--- src/rtl/tpu_host_pkg.sv ---
// Shared types and helpers for the TPU host controller: FSM states,
// default widths and the word-count arithmetic used at config accept.
package tpu_host_pkg;

    localparam int ADDR_BITS_DEF  = 16;
    localparam int DATA_BITS_DEF  = 32;
    localparam int DATAC_BITS_DEF = 128;

    typedef enum logic [2:0] {
        IDLE, LOAD_A, LOAD_B, START, WAIT_HI, WAIT_LO, DRAIN
    } state_e;

    // Number of 4-lane groups needed to cover x elements (6-bit result).
    function automatic logic [5:0] ceil4(input logic [7:0] x);
        logic [8:0] s;
        s = {1'b0, x} + 9'd3;
        return s[7:2];
    endfunction

    // rows * ceil4(cols), 14-bit product.
    function automatic logic [13:0] word_count(input logic [7:0] rows, input logic [7:0] cols);
        return 14'(rows) * 14'(ceil4(cols));
    endfunction

endpackage

--- src/rtl/tpu_host_ctrl_c_skid_buffer.sv ---
// Two-entry FIFO between the C read port and the host result stream.
// credit_o is occupancy after this cycle's pop, so reads can stream at full rate.
module c_skid_buffer #(
    parameter int W = 129
) (
    input  logic         clk,
    input  logic         rst,
    input  logic         in_valid_i,
    output logic         in_ready_o,
    input  logic [W-1:0] in_data_i,
    output logic         out_valid_o,
    input  logic         out_ready_i,
    output logic [W-1:0] out_data_o,
    output logic [1:0]   credit_o
);
    logic [W-1:0] mem_q [2];
    logic         wr_ptr_q, rd_ptr_q;
    logic [1:0]   cnt_q;
    logic         push, pop;

    assign in_ready_o  = (cnt_q != 2'd2);
    assign out_valid_o = (cnt_q != 2'd0);
    assign out_data_o  = mem_q[rd_ptr_q];
    assign push        = in_valid_i && in_ready_o;
    assign pop         = out_valid_o && out_ready_i;
    assign credit_o    = cnt_q - {1'b0, pop};

    always_ff @(posedge clk or posedge rst) begin
        if (rst) begin
            mem_q[0] <= '0;
            mem_q[1] <= '0;
            wr_ptr_q <= 1'b0;
            rd_ptr_q <= 1'b0;
            cnt_q    <= 2'd0;
        end else begin
            if (push) begin
                mem_q[wr_ptr_q] <= in_data_i;
                wr_ptr_q        <= ~wr_ptr_q;
            end
            if (pop) rd_ptr_q <= ~rd_ptr_q;
            cnt_q <= cnt_q + {1'b0, push} - {1'b0, pop};
        end
    end

endmodule

--- src/rtl/tpu_host_ctrl.sv ---
// Host-side initiator for the TPU global buffers: loads A/B from the operand
// stream, kicks the TPU, waits for completion, then streams C back out.
module tpu_host_ctrl
    import tpu_host_pkg::*;
#(
    parameter int ADDR_BITS  = ADDR_BITS_DEF,
    parameter int DATA_BITS  = DATA_BITS_DEF,
    parameter int DATAC_BITS = DATAC_BITS_DEF
) (
    input  logic                  clk,
    input  logic                  rst,
    input  logic                  cfg_valid,
    output logic                  cfg_ready,
    input  logic [7:0]            cfg_K,
    input  logic [7:0]            cfg_M,
    input  logic [7:0]            cfg_N,
    input  logic                  in_valid,
    output logic                  in_ready,
    input  logic [DATA_BITS-1:0]  in_data,
    output logic                  out_valid,
    input  logic                  out_ready,
    output logic [DATAC_BITS-1:0] out_data,
    output logic                  out_last,
    output logic                  done,
    output logic                  err,
    output logic                  tpu_in_valid,
    output logic [7:0]            tpu_K,
    output logic [7:0]            tpu_M,
    output logic [7:0]            tpu_N,
    input  logic                  tpu_busy,
    output logic                  A_wr_en,
    output logic [ADDR_BITS-1:0]  A_index,
    output logic [DATA_BITS-1:0]  A_data_in,
    output logic                  B_wr_en,
    output logic [ADDR_BITS-1:0]  B_index,
    output logic [DATA_BITS-1:0]  B_data_in,
    output logic [ADDR_BITS-1:0]  C_index,
    input  logic [DATAC_BITS-1:0] C_data_out
);
    state_e                 state_q;
    logic [7:0]             k_q, m_q, n_q;
    logic [ADDR_BITS-1:0]   a_words_q, b_words_q, c_words_q;
    logic [ADDR_BITS-1:0]   idx_q, rd_cnt_q, c_index_q;
    logic [ADDR_BITS-1:0]   a_index_q, b_index_q;
    logic [DATA_BITS-1:0]   a_data_q, b_data_q;
    logic                   a_wr_q, b_wr_q, err_q, done_q, start_q;
    logic                   rd_inflight_q, rd_last_q;
    logic                   rd_issue, sb_in_ready, out_fire;
    logic [1:0]             sb_credit, credit_sum;
    logic [DATAC_BITS:0]    sb_out;

    assign cfg_ready    = (state_q == IDLE);
    assign in_ready     = (state_q == LOAD_A) || (state_q == LOAD_B);
    assign tpu_K        = k_q;
    assign tpu_M        = m_q;
    assign tpu_N        = n_q;
    assign A_wr_en      = a_wr_q;
    assign A_index      = a_index_q;
    assign A_data_in    = a_data_q;
    assign B_wr_en      = b_wr_q;
    assign B_index      = b_index_q;
    assign B_data_in    = b_data_q;
    assign C_index      = c_index_q;
    assign err          = err_q;
    assign done         = done_q;
    assign tpu_in_valid = start_q;
    assign out_data     = sb_out[DATAC_BITS-1:0];
    assign out_last     = sb_out[DATAC_BITS];
    assign out_fire     = out_valid && out_ready;

    // A read may only issue if the buffer is guaranteed room when its data lands.
    assign credit_sum = sb_credit + {1'b0, rd_inflight_q};
    assign rd_issue   = (state_q == DRAIN) && (rd_cnt_q < c_words_q)
                        && (credit_sum < 2'd2) && sb_in_ready;

    always_ff @(posedge clk or posedge rst) begin
        if (rst) begin
            state_q       <= IDLE;
            k_q           <= '0;
            m_q           <= '0;
            n_q           <= '0;
            a_words_q     <= '0;
            b_words_q     <= '0;
            c_words_q     <= '0;
            idx_q         <= '0;
            rd_cnt_q      <= '0;
            c_index_q     <= '0;
            a_index_q     <= '0;
            b_index_q     <= '0;
            a_data_q      <= '0;
            b_data_q      <= '0;
            a_wr_q        <= 1'b0;
            b_wr_q        <= 1'b0;
            err_q         <= 1'b0;
            done_q        <= 1'b0;
            start_q       <= 1'b0;
            rd_inflight_q <= 1'b0;
            rd_last_q     <= 1'b0;
        end else begin
            a_wr_q        <= 1'b0;
            b_wr_q        <= 1'b0;
            err_q         <= 1'b0;
            done_q        <= 1'b0;
            start_q       <= 1'b0;
            rd_inflight_q <= rd_issue;
            rd_last_q     <= rd_issue && (rd_cnt_q == c_words_q - ADDR_BITS'(1));
            if (rd_issue) begin
                c_index_q <= c_index_q + ADDR_BITS'(1);
                rd_cnt_q  <= rd_cnt_q + ADDR_BITS'(1);
            end
            case (state_q)
                IDLE: if (cfg_valid) begin
                    k_q       <= cfg_K;
                    m_q       <= cfg_M;
                    n_q       <= cfg_N;
                    idx_q     <= '0;
                    rd_cnt_q  <= '0;
                    c_index_q <= '0;
                    if (cfg_K == 8'd0 || cfg_M == 8'd0 || cfg_N == 8'd0) begin
                        err_q <= 1'b1;
                    end else begin
                        a_words_q <= ADDR_BITS'(word_count(cfg_K, cfg_M));
                        b_words_q <= ADDR_BITS'(word_count(cfg_K, cfg_N));
                        c_words_q <= ADDR_BITS'(word_count(cfg_M, cfg_N));
                        state_q   <= LOAD_A;
                    end
                end
                LOAD_A: if (in_valid) begin
                    a_wr_q    <= 1'b1;
                    a_index_q <= idx_q;
                    a_data_q  <= in_data;
                    if (idx_q == a_words_q - ADDR_BITS'(1)) begin
                        idx_q   <= '0;
                        state_q <= LOAD_B;
                    end else begin
                        idx_q <= idx_q + ADDR_BITS'(1);
                    end
                end
                LOAD_B: if (in_valid) begin
                    b_wr_q    <= 1'b1;
                    b_index_q <= idx_q;
                    b_data_q  <= in_data;
                    if (idx_q == b_words_q - ADDR_BITS'(1)) begin
                        idx_q   <= '0;
                        start_q <= 1'b1;
                        state_q <= START;
                    end else begin
                        idx_q <= idx_q + ADDR_BITS'(1);
                    end
                end
                START:   state_q <= WAIT_HI;
                WAIT_HI: if (tpu_busy)  state_q <= WAIT_LO;
                WAIT_LO: if (!tpu_busy) state_q <= DRAIN;
                DRAIN: if (out_fire && out_last) begin
                    done_q  <= 1'b1;
                    state_q <= IDLE;
                end
                default: state_q <= IDLE;
            endcase
        end
    end

    c_skid_buffer #(.W(DATAC_BITS + 1)) u_c_skid (
        .clk         (clk),
        .rst         (rst),
        .in_valid_i  (rd_inflight_q),
        .in_ready_o  (sb_in_ready),
        .in_data_i   ({rd_last_q, C_data_out}),
        .out_valid_o (out_valid),
        .out_ready_i (out_ready),
        .out_data_o  (sb_out),
        .credit_o    (sb_credit)
    );

endmodule

--- config.mk ---
export PLATFORM = sky130hd
export DESIGN_NAME = tpu_host_ctrl
export DESIGN_NICKNAME = d
export VERILOG_FILES = /design/src/rtl/tpu_host_pkg.sv /design/src/rtl/tpu_host_ctrl_c_skid_buffer.sv /design/src/rtl/tpu_host_ctrl.sv
export SDC_FILE = /design/constraint.sdc
export NUM_CORES = 1
export LEC_CHECK = 0
export ABC_CLOCK_PERIOD_IN_PS = 25300
export BUFFER_PORTS_ARGS = -buffer_cell sky130_fd_sc_hd__buf_2
export CAP_MARGIN = 30
export CORE_AREA = 8 8 245 294
export DETAILED_ROUTE_END_ITERATION = 8
export DIE_AREA = 0 0 253 302
export GPL_ROUTABILITY_DRIVEN = 1
export HOLD_SLACK_MARGIN = 0.12
export PLACE_DENSITY_LB_ADDON = 0.25
export SETUP_SLACK_MARGIN = 0.5
export SLEW_MARGIN = 20
export SYNTH_ARGS = -nofsm -noshare
export SYNTH_HDL_FRONTEND = slang
export SYNTH_SLANG_ARGS = --single-unit
--- constraint.sdc ---
create_clock -name clk -period 25.3 [get_ports clk]
set_input_delay 1.265 -clock clk [delete_from_list [all_inputs] [get_ports clk]]
set_output_delay 1.265 -clock clk [all_outputs]
set_load 0.03 [all_outputs]
# Yosys cells after proc, flatten, opt, wreduce, memory -nomap -nowiden

Cells that the tools add are included.

Register bits after elaboration: 482
Input bits: 190
Output and inout port bits: 273
Logic and storage cells: 132

$add $sub $neg: 12
$mul: 3
Order comparisons: 5
Equal/unequal tests: 19
Mux-type cells: 39
Bitwise operators: 5
Reduce and logical (&&, ||, !) cells: 23

Operators with widths:

| kind                                                     | number |
|---|---|
| two-way mux 129 bit                                      | 4 |
| bitwise mux 258 bit                                      | 1 |
| two-way mux 16 bit                                       | 11 |
| demux 129 bit (select 1 bit)                             | 1 |
| adder 16 x 1 -> 16 bit, second input constant            | 3 |
| equality test 16 bit                                     | 3 |
| case mux 16 bit (3 select lines)                         | 1 |
| subtractor 14 x 1 -> 15 bit, second input constant       | 3 |
| multiplier 8 x 6 -> 14 bit                               | 3 |
| two-way mux 3 bit                                        | 9 |
| logical NOT 8 bit                                        | 3 |
| case mux 3 bit (7 select lines)                          | 1 |
| adder 8 x 2 -> 8 bit, second input constant              | 2 |
| < comparator 16 x 14 -> 1 bit                            | 1 |
| != test 2 bit, second input constant                     | 7 |
| two-way mux 1 bit                                        | 11 |
| equality test 3 bit, second input constant               | 3 |
| AND reduction 9 bit                                      | 1 |
| logical AND 1 bit                                        | 8 |
| equality test 3 x 2 -> 1 bit, second input constant      | 2 |
| != test 2 x 1 -> 1 bit, second input constant            | 3 |
| AND reduction 2 bit                                      | 3 |
| adder 2 x 1 -> 2 bit                                     | 2 |
| greater-or-equal comparator 2 bit, second input constant | 2 |
| 12 further kinds                                         | 18 |

# Depth between registers and ports, before layout

Gate-level depths: netlist of the first run.

Depth in word-level cells: 10
Depth in mapped cells: 22
Mapped depth without buffers: 21

# Cells and area by module

From an unflattened synthesis of the first run, not the netlist that was laid out.

Cell total of the unflattened synthesis: 2375
Area total of the unflattened synthesis: 27407.5 µm²

By module, submodules not included:

| module        | instances | cells each | area an instance (µm²) | sequential area each (µm²) |
|---|---|---|---|---|
| tpu_host_ctrl | 1         | 1666       | 15203.3                | 5505.3 |
| c_skid_buffer | 1         | 709        | 12204.2                | 6556.3 |

# Worst setup path after synthesis of the first run

No wires, ideal clock.

Path kind: input port to flip-flop
Start: input cfg_N[1]
End: register c_words_q[13]
Setup time: 146 ps
Data arrival time: 5669 ps
Data required time: 25154 ps
Slack: 19485 ps
Cell stages on the path: 21
Path buffers: 1
Cells stage by stage: nor2_1 nor2b_1 nand4_1 inv_1 nand2_1 xnor2_1 clkbuf_1 nand2_1 fa_1 fa_1 fa_1 inv_1 ha_1 a21o_1 a21oi_1 o21bai_1 a21oi_1 o21bai_1 a31oi_1 mux2i_1 o311ai_0

Cells in the longest elaborated chain, start to end: 4
Elaborated cells on any way between the ends: 6
Classes of those cells: 1 x add/sub; 1 x mul; 1 x bitwise; 3 x reduce/logical

RTL lines:

| what                                                                               | line                 | text |
|---|---|---|
| start, declared                                                                    | tpu_host_ctrl.sv:16  | `input logic [7:0] cfg_N,` |
| parallel branches: the longest is 4 deep, another holds multiplier 8 x 6 -> 14 bit | n/a                  |  |
| end signal, assigned                                                               | tpu_host_ctrl.sv:124 | `c_words_q <= ADDR_BITS'(word_count(cfg_M, cfg_N));` |
| end, declared                                                                      | tpu_host_ctrl.sv:42  | `logic [ADDR_BITS-1:0] a_words_q, b_words_q, c_words_q;` |

Several ways; the timed one is not identified.
A chain may end at the register's enable or synchronous reset.

# Worst setup path in the final report of the first run

Start: input cfg_M[1]
End: register a_words_q[13]

Cells in the longest elaborated chain, start to end: 5
Elaborated cells on any way between the ends: 7
Classes of those cells: 1 x add/sub; 1 x mul; 1 x bitwise; 4 x reduce/logical

RTL lines:

| what                                                                               | line                 | text |
|---|---|---|
| start, declared                                                                    | tpu_host_ctrl.sv:15  | `input logic [7:0] cfg_M,` |
| parallel branches: the longest is 5 deep, another holds multiplier 8 x 6 -> 14 bit | n/a                  |  |
| end signal, assigned                                                               | tpu_host_ctrl.sv:122 | `a_words_q <= ADDR_BITS'(word_count(cfg_K, cfg_M));` |
| end, declared                                                                      | tpu_host_ctrl.sv:42  |  |

Several ways; the timed one is not identified.

==> reports/qor.csv, run 1 <==
stage,metric,value,unit
routing,dr.pass1.iters,6,
placed_design,place_ws,19.00,ns
clock_network,cts_tree,built,
yosys,yosysWarnings,0,
global_routing,grt_pass1_wl,114.9,mm
routing,drc_errors,0,
clock_network,clock_path_buffers,3,
timing,rsz0062_at_grt,false,
worst_setup_path,r2r_setup_slack,21.53,ns
worst_setup_path,startpoint_type,input port,
timing,slew_headroom,34.64,%
floorplan,core_area,67530,um2
global_routing,grt_usage,18.72,%
routing,drt_iter0_drc,897,
clock_network,cts-resized-gates,0,
yosys,synth.most_common_cell,mux2_2,
floorplan,die_h,302,um
hold_path,holdPathEnd,tpu_K[7],
worst_setup_path,crit_path_frequent_cell,fa_1,
routing,totalWireLength,73.64,mm
power,power_frac_clock,18.4,%
clock_network,path_clk_slew,0.06,ns
worst_setup_path,crit_fanout,10,
power,finalPower,4.149,mW
yosys,syn_inst,2298,
global_routing,grt_pass1_vias,19830,
clock_network,cts_num_sinks,482,
routing,drtAntennaViolNets,0,
floorplan,rows,105,
power,internal_power,2.371,mW
timing,setup_ws,19.59,ns
routing,detail_route.wl_per_cell,20.10,um
routing,viasPerCell,5.162,
hold_path,hold_depth,2,
worst_setup_path,critPathMaxStageDelay,0.61,ns
yosys,synth_commonest_cells,"495 x mux2_2, 482 x dfrtp_1, 165 x nand2_1, 153 x inv_1, 112 x clkbuf_1",
placed_design,dpl_cell_area,29900,um2
yosys,synth_seq_cells,482,
finish,fin_nets,3063,
floorplan,io_pins,463,
yosys,yosys.cell_types.count,66,
power,p_comb_share,48.7,%
yosys,ys_seq_area_share,45.28,%
yosys,async_flop_share,100.0,%
timing,finalSetupTns,0,ns
global_routing,grt_max_degree,189,
clock_network,clk_latency,0.60,ns
timing,tightestPinTransition,0.9805,ns
yosys,yosys.area.top_type_share,45.28,%
clock_network,numCtsBuffers,52,
power,peakVddDrop,0.06951,mV
clock_network,h-tree-depth,2,
timing,finalSetupViolations,0,
yosys,syn_area,26640,um2
hold_path,min-delay-start,tpu_K[7],
worst_setup_path,worstSetupPathType,in2reg,
finish,fin_cells,3663,
worst_setup_path,crit_path_top_delay_cell,xnor2_1,
timing,clock_skew,0.03206,ns
clock_network,ctsHoldBuffers,0,
routing,dr_total_vias,18910,
finish,fill_cells,6188,
global_routing,overflow,0,
job,cap_violations,0,
power,seq_power_share,33.0,%
worst_setup_path,rr_startpoint,a_words_q[0],
placed_design,dpl.cell_count,3563,
finish,drive_above_1_share,39.69,%
timing,finalHoldViolCount,0,
worst_setup_path,crit_arrival,6.13,ns
yosys,synth_ff_type,dfrtp_1,
timing,slew_viol_final,0,
yosys,post_synth.cell_area_avg,11.59,um2
placed_design,gp_congestion,0.8729,
worst_setup_path,worstRegToRegCells,10,
timing,max_freq,0.1753,GHz
power,p_sw,1.779,mW
worst_setup_path,r2r_end,idx_q[13],
finish,design_area,31690,um2
yosys,synth-edff-count,0,
finish,syn2layout_area_growth,18.94,%
placed_design,hpwl,54.58,mm
worst_setup_path,end_kind,flop,
floorplan,start_util,39.45,%
global_routing,antenna_found_initial,9,
timing,timing.final.crit_share,22.55,%
yosys,synth_top_cell_by_area,dfrtp_1,
hold_path,hp-class,reg2reg,
worst_setup_path,worstPathRequired,25.73,ns
clock_network,ctsRootBufferMaster,clkbuf_16,
timing,period_needed,5.706,ns
power,sw_frac_of_total,42.86,%
power,power.density,130.9,nW/um2
worst_setup_path,crit_chain,buf_2 -> o21a_1 -> nand4_1 -> xnor2_1 -> nand2b_1 -> fa_1 -> fa_1 -> fa_1 -> inv_1 -> ha_1 -> a21o_1 -> a21oi_1 -> o21bai_1 -> a21oi_1 -> o21bai_1 -> a31oi_1 -> mux2i_1 -> o311ai_0,
clock_network,post-cts-setup-buffers,0,
outcome,status,"finished, final reports clean",
placed_design,portBuffers,462,
yosys,synth.area.top_cells,"dfrtp_1 45%, mux2_2 21%, fa_1 5.6%",
floorplan,die_w,253,um
power,power.leakage,15.15,nW
floorplan,die-area,76410,um2
yosys,synth.net_count,2651,
## worst max-delay path by stage
stage,startpoint,endpoint,cells after the start
2_1_floorplan,rst,A_data_in[0],1
3_3_place_gp,cfg_N[1],c_words_q[13],19
3_5_place_dp,cfg_M[1],a_words_q[13],18
4_1_cts,cfg_M[1],a_words_q[13],18
5_1_grt,cfg_N[0],c_words_q[13],22
6_report,cfg_M[1],a_words_q[13],18
## critical path: cells and delay by family
family / cells / cell delay (ns)
and+or+nand+nor: 2 / 0.40
muxes: 1 / 0.23
AOI/OAI and AO/OA: 8 / 1.52
xor gates and xnor gates: 1 / 0.61
buffers and inverters: 2 / 0.25
adders and majority gates: 4 / 1.84
## routing by layer
layer / track usage [%] / vias to the layer above / routed length [um]
met5: 0 / - / 22
met4: 6.251 / 4 / 2549
met3: 3.480 / 131 / 4042
met2: 31.84 / 503 / 35630
met1: 23.83 / 9489 / 31400
li1: - / 8783 / -
## registers in the layout (all words and copies together) (netlist names), 2 cells and up
| register | count |
|---|---|
| u_c_skid.mem_q | 258 |
| A_data_in | 32 |
| B_data_in | 32 |
| A_index | 16 |
| B_index | 16 |
| C_index | 16 |
| idx_q | 16 |
| rd_cnt_q | 16 |
| a_words_q | 14 |
| b_words_q | 14 |
| c_words_q | 14 |
| tpu_K | 8 |
| tpu_M | 8 |
| tpu_N | 8 |
| state_q | 3 |
| u_c_skid.cnt_q | 2 |
## cell usage in the layout (no fill, tap or decap), drive strengths merged, types with 17 or more instances in the layout
master / count
mux2: 495
nor2b: 63
nor3b: 17
xor2: 30
fa: 75
nand2: 165
a21oi: 63
xnor2: 55
ha: 88
o21bai: 22
o31ai: 22
inv: 153
dfrtp: 482
nor2: 40
and2: 58
nor4: 19
or4: 30
buf: 492
o21ai: 66
nor3: 32
clkbuf: 75
and3: 19
nand3: 32
## final cells by class
type	instances	area [um2]	area share, %
diodes	5	12.51	0.03949
inverters	154	590.6	1.864
clock buffers	75	1538	4.853
flip-flops and latches	482	12070	38.08
clock inverters	18	202.7	0.6397
multi-input cells	1528	13490	42.59
repair buffers	492	2646	8.351
well taps	909	1137	3.589
## cells by family (layout without fill, tap and decap cells)
group | after synthesis | count (layout) | synth area share [%]
XOR/XNOR | 88 | 88 | 3.053
buffers and inverters | 288 | 739 | 4.185
multiplexers | 504 | 504 | 21.26
other | 0 | 5 | 0
flip-flops | 482 | 482 | 45.28
adder cells (fa/ha/maj) | 163 | 163 | 9.769
AO/OA/AOI/OAI | 244 | 244 | 5.786
AND/OR/NAND/NOR | 529 | 529 | 10.67
## per-stage QoR
step	utilization (%)	hold WS (ns)
2_1_floorplan	-	0.4680
6_report	46.92	0.4778
5_1_grt	46.91	0.4910
3_3_place_gp	44.07	0.4593
4_1_cts	46.86	0.4809
3_5_place_dp	44.28	0.4583
## power groups by stage
| stage | clock [mW] | sequential, mW | combinational [mW] |
|---|---|---|---|
| detailed placement | 0 | 1.38 | 2.04 |
| finish | 0.762 | 1.37 | 2.02 |
| global route | 0.818 | 1.42 | 2.18 |
| floorplan | 0 | 1.46 | 1.35 |
| global placement | 0 | 1.35 | 2.00 |
| CTS | 0.786 | 1.37 | 2.05 |
(Power assumes the default switching activity.)
==> inputs of run 2 (changes only) <==
Settings changed: ABC_CLOCK_PERIOD_IN_PS 25300 to 4900.
Clock period 25.3 ns to 4.9 ns, I/O delays scaled along.
==> reports/qor.csv, run 2 (same netlist as run 1, synthesis figures left out) <==
stage,metric,value,unit,change
floorplan,rows,105,,unchanged
worst_setup_path,rr_startpoint,b_words_q[0],,
routing,drc_errors,0,,unchanged
global_routing,grt_usage,19.02,%,+0.30 points
placed_design,portBuffers,462,,unchanged
worst_setup_path,crit_path_frequent_cell,fa_1,,
floorplan,core_area,67530,um2,unchanged
routing,drtAntennaViolNets,0,,unchanged
finish,top_register,u_c_skid.mem_q,,
finish,fin_nets,3263,,+6.5%
timing,hold_slack,0.2161,ns,-0.2617 ns
timing,clock_skew,0.02226,ns,-0.009807 ns
clock_network,path_clk_slew,0.06,ns,about the same
worst_setup_path,crit_arrival,4.65,ns,-1.48 ns
floorplan,die_w,253,um,unchanged
finish,multi_input_area,13650,um2,+1.2%
clock_network,numCtsBuffers,49,,-5.8%
timing,rsz0062_at_grt,false,,
global_routing,overflow,0,,unchanged
worst_setup_path,critPathMaxStageDelay,0.55,ns,-0.06 ns
worst_setup_path,worstPathRequired,5.36,ns,-20.37 ns
placed_design,hpwl,54.07,mm,-0.93%
worst_setup_path,r2r_setup_slack,1.09,ns,-20.44 ns
worst_setup_path,crit_path_top_delay_cell,fa_1,,
timing,tightestPinTransition,0.9552,ns,-0.02521 ns
routing,dr_total_vias,19690,,+4.1%
finish,drive_above_1_share,38.17,%,-1.5 points
worst_setup_path,worstSetupPathType,in2reg,,
worst_setup_path,worstRegToRegCells,11,,+1
floorplan,die_h,302,um,unchanged
clock_network,clk_latency,0.60,ns,about the same
worst_setup_path,startpoint_type,input port,,
floorplan,start_util,39.45,%,unchanged
worst_setup_path,r2r_end,state_q[0],,
timing,finalHoldViolCount,0,,unchanged
timing,slew_headroom,36.32,%,+1.7 points
clock_network,clock_path_buffers,3,,unchanged
power,peakVddDrop,0.3814,mV,+450%
timing,timing.final.crit_share,85.50,%,
routing,dr.pass1.iters,4,,-2
finish,mostFrequentLayoutCells,"495 x mux2_2, 481 x dfrtp_1, 459 x buf_2",,
worst_setup_path,crit_buf_inv,3,,+1
clock_network,ctsRootBufferMaster,clkbuf_16,,
routing,drt_iter0_drc,975,,+8.7%
global_routing,grt_max_degree,162,,-14%
routing,totalWireLength,75.08,mm,+2.0%
job,cap_violations,0,,unchanged
finish,syn2layout_area_growth,26.93,%,
finish,design_area,33810,um2,+6.7%
power,power.leakage,16.05,nW,+5.9%
power,power.density,640.9,nW/um2,+390%
routing,viasPerCell,5.099,,-1.2%
global_routing,antenna_found_initial,2,,-7
placed_design,dpl_cell_area,30070,um2,+0.57%
finish,fin_util,50.07,%,+3.1 points
worst_setup_path,crit_fanout,7,,-3
floorplan,io_pins,463,,unchanged
routing,detail_route.wl_per_cell,19.44,um,-3.3%
clock_network,cts_num_sinks,482,,unchanged
timing,period_needed,4.190,ns,
floorplan,die-area,76410,um2,unchanged
power,finalPower,21.67,mW,+420%
finish,largest_reg_flops,258,,unchanged
worst_setup_path,end_kind,flop,,
placed_design,gp_congestion,0.8583,,-1.7%
global_routing,grt_pass1_wl,117.5,mm,+2.3%
timing,max_freq,0.2387,GHz,
finish,mostFrequentLayoutCell,mux2_2,,
timing,slew_viol_final,0,,unchanged
global_routing,grt_pass1_vias,20720,,+4.5%
worst_setup_path,crit_chain,dlygate4sd3_1 -> buf_2 -> nand2_1 -> xnor2_4 -> nand2_1 -> fa_1 -> fa_1 -> fa_1 -> inv_1 -> ha_1 -> a21o_1 -> a21oi_2 -> o21bai_1 -> a21oi_2 -> o21bai_1 -> a31oi_1 -> mux2i_1 -> nand3_1,,
worst_setup_path,path_delay_family,adder cells,,
finish,layout.area.seq,12070,um2,unchanged
clock_network,h-tree-depth,2,,unchanged
hold_path,hp-class,in2async,,
clock_network,cts_tree,built,,
timing,finalSetupViolations,0,,unchanged
finish,fill_cells,5994,,-3.1%
outcome,status,"finished, final reports clean",,
[run 2: cell count changes in the layout (fill, tap and decap cells not counted), sizes merged]
| cell | delta |
|---|---|
| diode | -2 |
| inv | -1 |
| clkinvlp | -1 |
| clkinv | +3 |
| bufinv | +3 |
| buf | +16 |
| clkbuf | -6 |
| dlygate4sd3 | +187 |
[run 2: how the worst max path moves through the flow]
stage | end | start | slack [ns] | cells past startpoint
floorplan | A_data_in[0] | rst | -1.88 | 1
global route | a_words_q[13] | cfg_M[3] | 0.53 | 19
finish | b_words_q[13] | cfg_N[6] | 0.71 | 18
detailed placement | a_words_q[13] | cfg_M[1] | 0.05 | 18
CTS | a_words_q[13] | cfg_M[4] | 0.56 | 18
global placement | a_words_q[13] | cfg_M[1] | 0.16 | 19
[run 2: timing repair]
action | CTS | global route
hold endpoints to repair | 528 | 0
resized for setup | 0 | 18
setup endpoints to repair | 0 | 9
buffers inserted | 0 | 6
hold buffers | 187 | 0
[run 2: where the power goes]
group          switching (mW)  internal, mW  leakage (nW)
sequential               1.31          5.77          6.04
clock                    1.65          2.31         0.855
combinational            6.32          4.32          9.16
total                    9.28          12.4          16.0
[run 2: worst reg2reg max path, delay by kind of cell, from the launching register on]
kind / cells / cell delay (ns)
buf+inv: 2 / 0.67
flops: 1 / 0.42
fa+ha+maj: 1 / 0.22
compound gates: 4 / 1.08
simple gates: 4 / 1.38
[run 2: layer usage]
metal	share of wire, %	wire length, um	track usage (%)	vias to the layer above
met4	4.4	3321	7.814	0
met3	5.7	4255	3.703	165
met2	48	35940	32.15	576
li1	-	-	-	9186
met5	0	0	0	-
met1	42	31570	23.70	9767
[run 2: final cells by class]
type                    instances  share of cell area (%)
flip-flops and latches        482                   35.68
multi-input cells            1528                   40.37
clock buffers                  69                   4.204
diodes                          3                 0.02220
repair buffers                695                   13.71
inverters                     154                   1.721
clock inverters                22                  0.9251
well taps                     909                   3.364
[run 2: stage by stage]
stage / TNS, ns / setup WS [ns] / std cells
2_1_floorplan: -905.06 / -1.878 / 2298
3_3_place_gp: 0 / 0.1569 / 3573
3_5_place_dp: 0 / 0.04608 / 3575
4_1_cts: 0 / 0.5636 / 3853
5_1_grt: 0 / 0.5280 / 3860
6_report: 0 / 0.7103 / 3862
==> inputs of run 3 (changes only) <==
Settings changed: ABC_CLOCK_PERIOD_IN_PS 4900 to 3800, CTS_CLUSTER_SIZE set to 16, SLEW_MARGIN 20 to unset.
Clock period 4.9 ns to 3.8 ns, I/O delays scaled along.
==> reports/qor.csv, run 3 (same netlist as run 1, synthesis figures left out) <==
stage,metric,value,unit,change
outcome,status,"finished, final reports clean",,
routing,detail_route.wl_per_cell,19.28,um,-0.84%
routing,viasPerCell,5.069,,-0.59%
worst_setup_path,crit_buf_inv,3,,unchanged
timing,period_needed,3.652,ns,
power,power.density,834.7,nW/um2,+30%
global_routing,antenna_found_initial,1,,-1
global_routing,grt_pass1_wl,121.6,mm,+3.4%
global_routing,grt_max_degree,131,,-19%
finish,drive_above_1_share,43.54,%,+5.4 points
timing,finalHoldViolCount,0,,unchanged
timing,timing.final.crit_share,96.11,%,
global_routing,grt_pass1_vias,21610,,+4.3%
power,power.leakage,16.92,nW,+5.4%
floorplan,die_h,302,um,unchanged
timing,slew_viol_final,0,,unchanged
floorplan,io_pins,463,,unchanged
worst_setup_path,crit_fanout,5,,-2
finish,syn2layout_area_growth,33.91,%,
clock_network,cts_tree,built,,
timing,max_freq,0.2738,GHz,
routing,dr.pass1.iters,5,,+1
worst_setup_path,crit_chain,buf_8 -> nor2_4 -> nor2b_4 -> nand2_2 -> xor2_4 -> buf_4 -> nand2b_1 -> fa_1 -> inv_1 -> ha_1 -> ha_1 -> ha_1 -> fa_1 -> a21o_1 -> a21oi_2 -> o21bai_4 -> a21oi_2 -> o21bai_2 -> a31oi_2 -> mux2i_1 -> nand3_1,,
placed_design,dpl.cell_count,3671,,+2.7%
worst_setup_path,end_kind,flop,,
routing,drt_iter0_drc,965,,-1.0%
clock_network,numCtsBuffers,52,,+6.1%
routing,totalWireLength,76.98,mm,+2.5%
global_routing,grt_usage,19.65,%,+0.63 points
timing,tightestPinTransition,0.9317,ns,-0.02354 ns
worst_setup_path,crit_arrival,4.11,ns,-0.54 ns
placed_design,gp_congestion,0.8749,,+1.9%
finish,fin_cells,3993,,+3.4%
power,finalPower,29.78,mW,+37%
routing,dr_total_vias,20240,,+2.8%
clock_network,cts_num_sinks,482,,unchanged
clock_network,ctsRootBufferMaster,clkbuf_16,,
hold_path,hp-class,in2reg,,
worst_setup_path,startpoint_type,input port,,
routing,drtAntennaViolNets,0,,unchanged
routing,drc_errors,0,,unchanged
worst_setup_path,crit_path_top_delay_cell,fa_1,,
placed_design,portBuffers,462,,unchanged
floorplan,rows,105,,unchanged
clock_network,clock_path_buffers,3,,unchanged
worst_setup_path,worstSetupPathType,in2reg,,
finish,largest_reg_flops,258,,unchanged
timing,finalSetupViolations,0,,unchanged
placed_design,hpwl,55.61,mm,+2.8%
worst_setup_path,worstPathRequired,4.26,ns,-1.10 ns
finish,mostFrequentLayoutCells,"495 x mux2_2, 480 x dfrtp_1, 456 x buf_2",,
worst_setup_path,crit_path_frequent_cell,ha_1,,
floorplan,die_w,253,um,unchanged
timing,finalSetupTns,0,ns,unchanged
timing,clock_skew,0.02224,ns,-0.00001860 ns
floorplan,die-area,76410,um2,unchanged
worst_setup_path,critPathMaxStageDelay,0.55,ns,about the same
floorplan,start_util,39.45,%,unchanged
finish,top_register,u_c_skid.mem_q,,
floorplan,core_area,67530,um2,unchanged
worst_setup_path,path_delay_family,adder cells,,
global_routing,overflow,0,,unchanged
clock_network,path_clk_slew,0.06,ns,about the same
job,cap_violations,0,,unchanged
clock_network,clk_latency,0.60,ns,about the same
clock_network,h-tree-depth,2,,unchanged
finish,mostFrequentLayoutCell,mux2_2,,
power,peakVddDrop,0.5580,mV,+46%
timing,slew_headroom,37.50,%,+1.2 points
finish,fin_nets,3392,,+4.0%
timing,rsz0062_at_grt,true,,
-- run 3: cell types whose count changed in the layout (fill, tap and decap cells not counted), sizes merged, moves of 2 or more --
cell / delta
buf: +124
bufinv: +8
clkbuf: -4
clkinv: -3
clkinvlp: +2
inv: +3
-- run 3: final timing paths --
check / startpoint / to / slack (ns) / depth (start not counted)
worst max-delay path: cfg_N[0] / b_words_q[13] / 0.15 / 21
worst min-delay path: cfg_M[6] / tpu_M[6] / 0.21 / 4
worst max register to register: a_words_q[5] / idx_q[8] / 0.63 / 9
worst min register to register: tpu_M[5] / tpu_M[5] / 0.48 / 2
max in group asynchronous: rst / u_c_skid.rd_ptr_q / 2.32 / 4
min in group asynchronous: rst / A_data_in[5] / 0.26 / 3
-- run 3: routing by layer --
layer | global-route usage [%] | share of wire, % | vias to the layer above
li1 | - | - | 9450
met1 | 24.34 | 42 | 10130
met2 | 34.67 | 50 | 538
met3 | 3.437 | 5.2 | 127
met4 | 5.963 | 3.0 | 0
met5 | 0 | 0 | -
-- run 3: per-stage QoR --
stage | setup WS [ns] | hold WS [ns] | util, % | instance area, um2
after floorplan | -2.923 | 0.2954 | - | 26960
after global placement | -0.6736 | 0.3427 | 45.88 | 30980
after detailed placement | -0.7767 | 0.3355 | 45.90 | 30990
after CTS | 0.1661 | 0.1253 | 52.35 | 35350
after global routing | -0.06265 | 0.2120 | 52.83 | 35670
final | 0.1478 | 0.2077 | 52.83 | 35670
-- run 3: report_power, final --
group	switching, mW	total (mW)	internal [mW]
combinational	8.62	15.0	6.34
clock	2.17	5.72	3.55
sequential	1.64	9.09	7.45
-- run 3: area by class of cell --
class                           instances  area, um2
Antenna cell                            2      5.005
Clock buffer                           65       1420
Clock inverter                         32      536.8
Fill cell                            5768      31850
Inverter                              154      584.3
Multi-Input combinational cell       1529      14220
Sequential cell                       482      12070
Tap cell                              909       1137
Timing Repair Buffer                  820       5700
-- run 3: worst reg2reg max path: stages (launching register included) --
cell,delay (ns)
dfrtp_2,0.46
or4_4,0.58
or4_4,0.54
or3b_1,0.38
a211oi_2,0.25
o2111ai_2,0.21
and2_4,0.21
buf_12,0.15
o21ai_0,0.17
a22oi_1,0.10
-- run 3: timing repair --
item                       CTS  global route
cloned                       2             0
hold buffers               188             0
setup endpoints to repair   36            38
hold endpoints to repair   368             0
pin swaps                   43            65
resized for setup           59            56
setup buffers               24             9
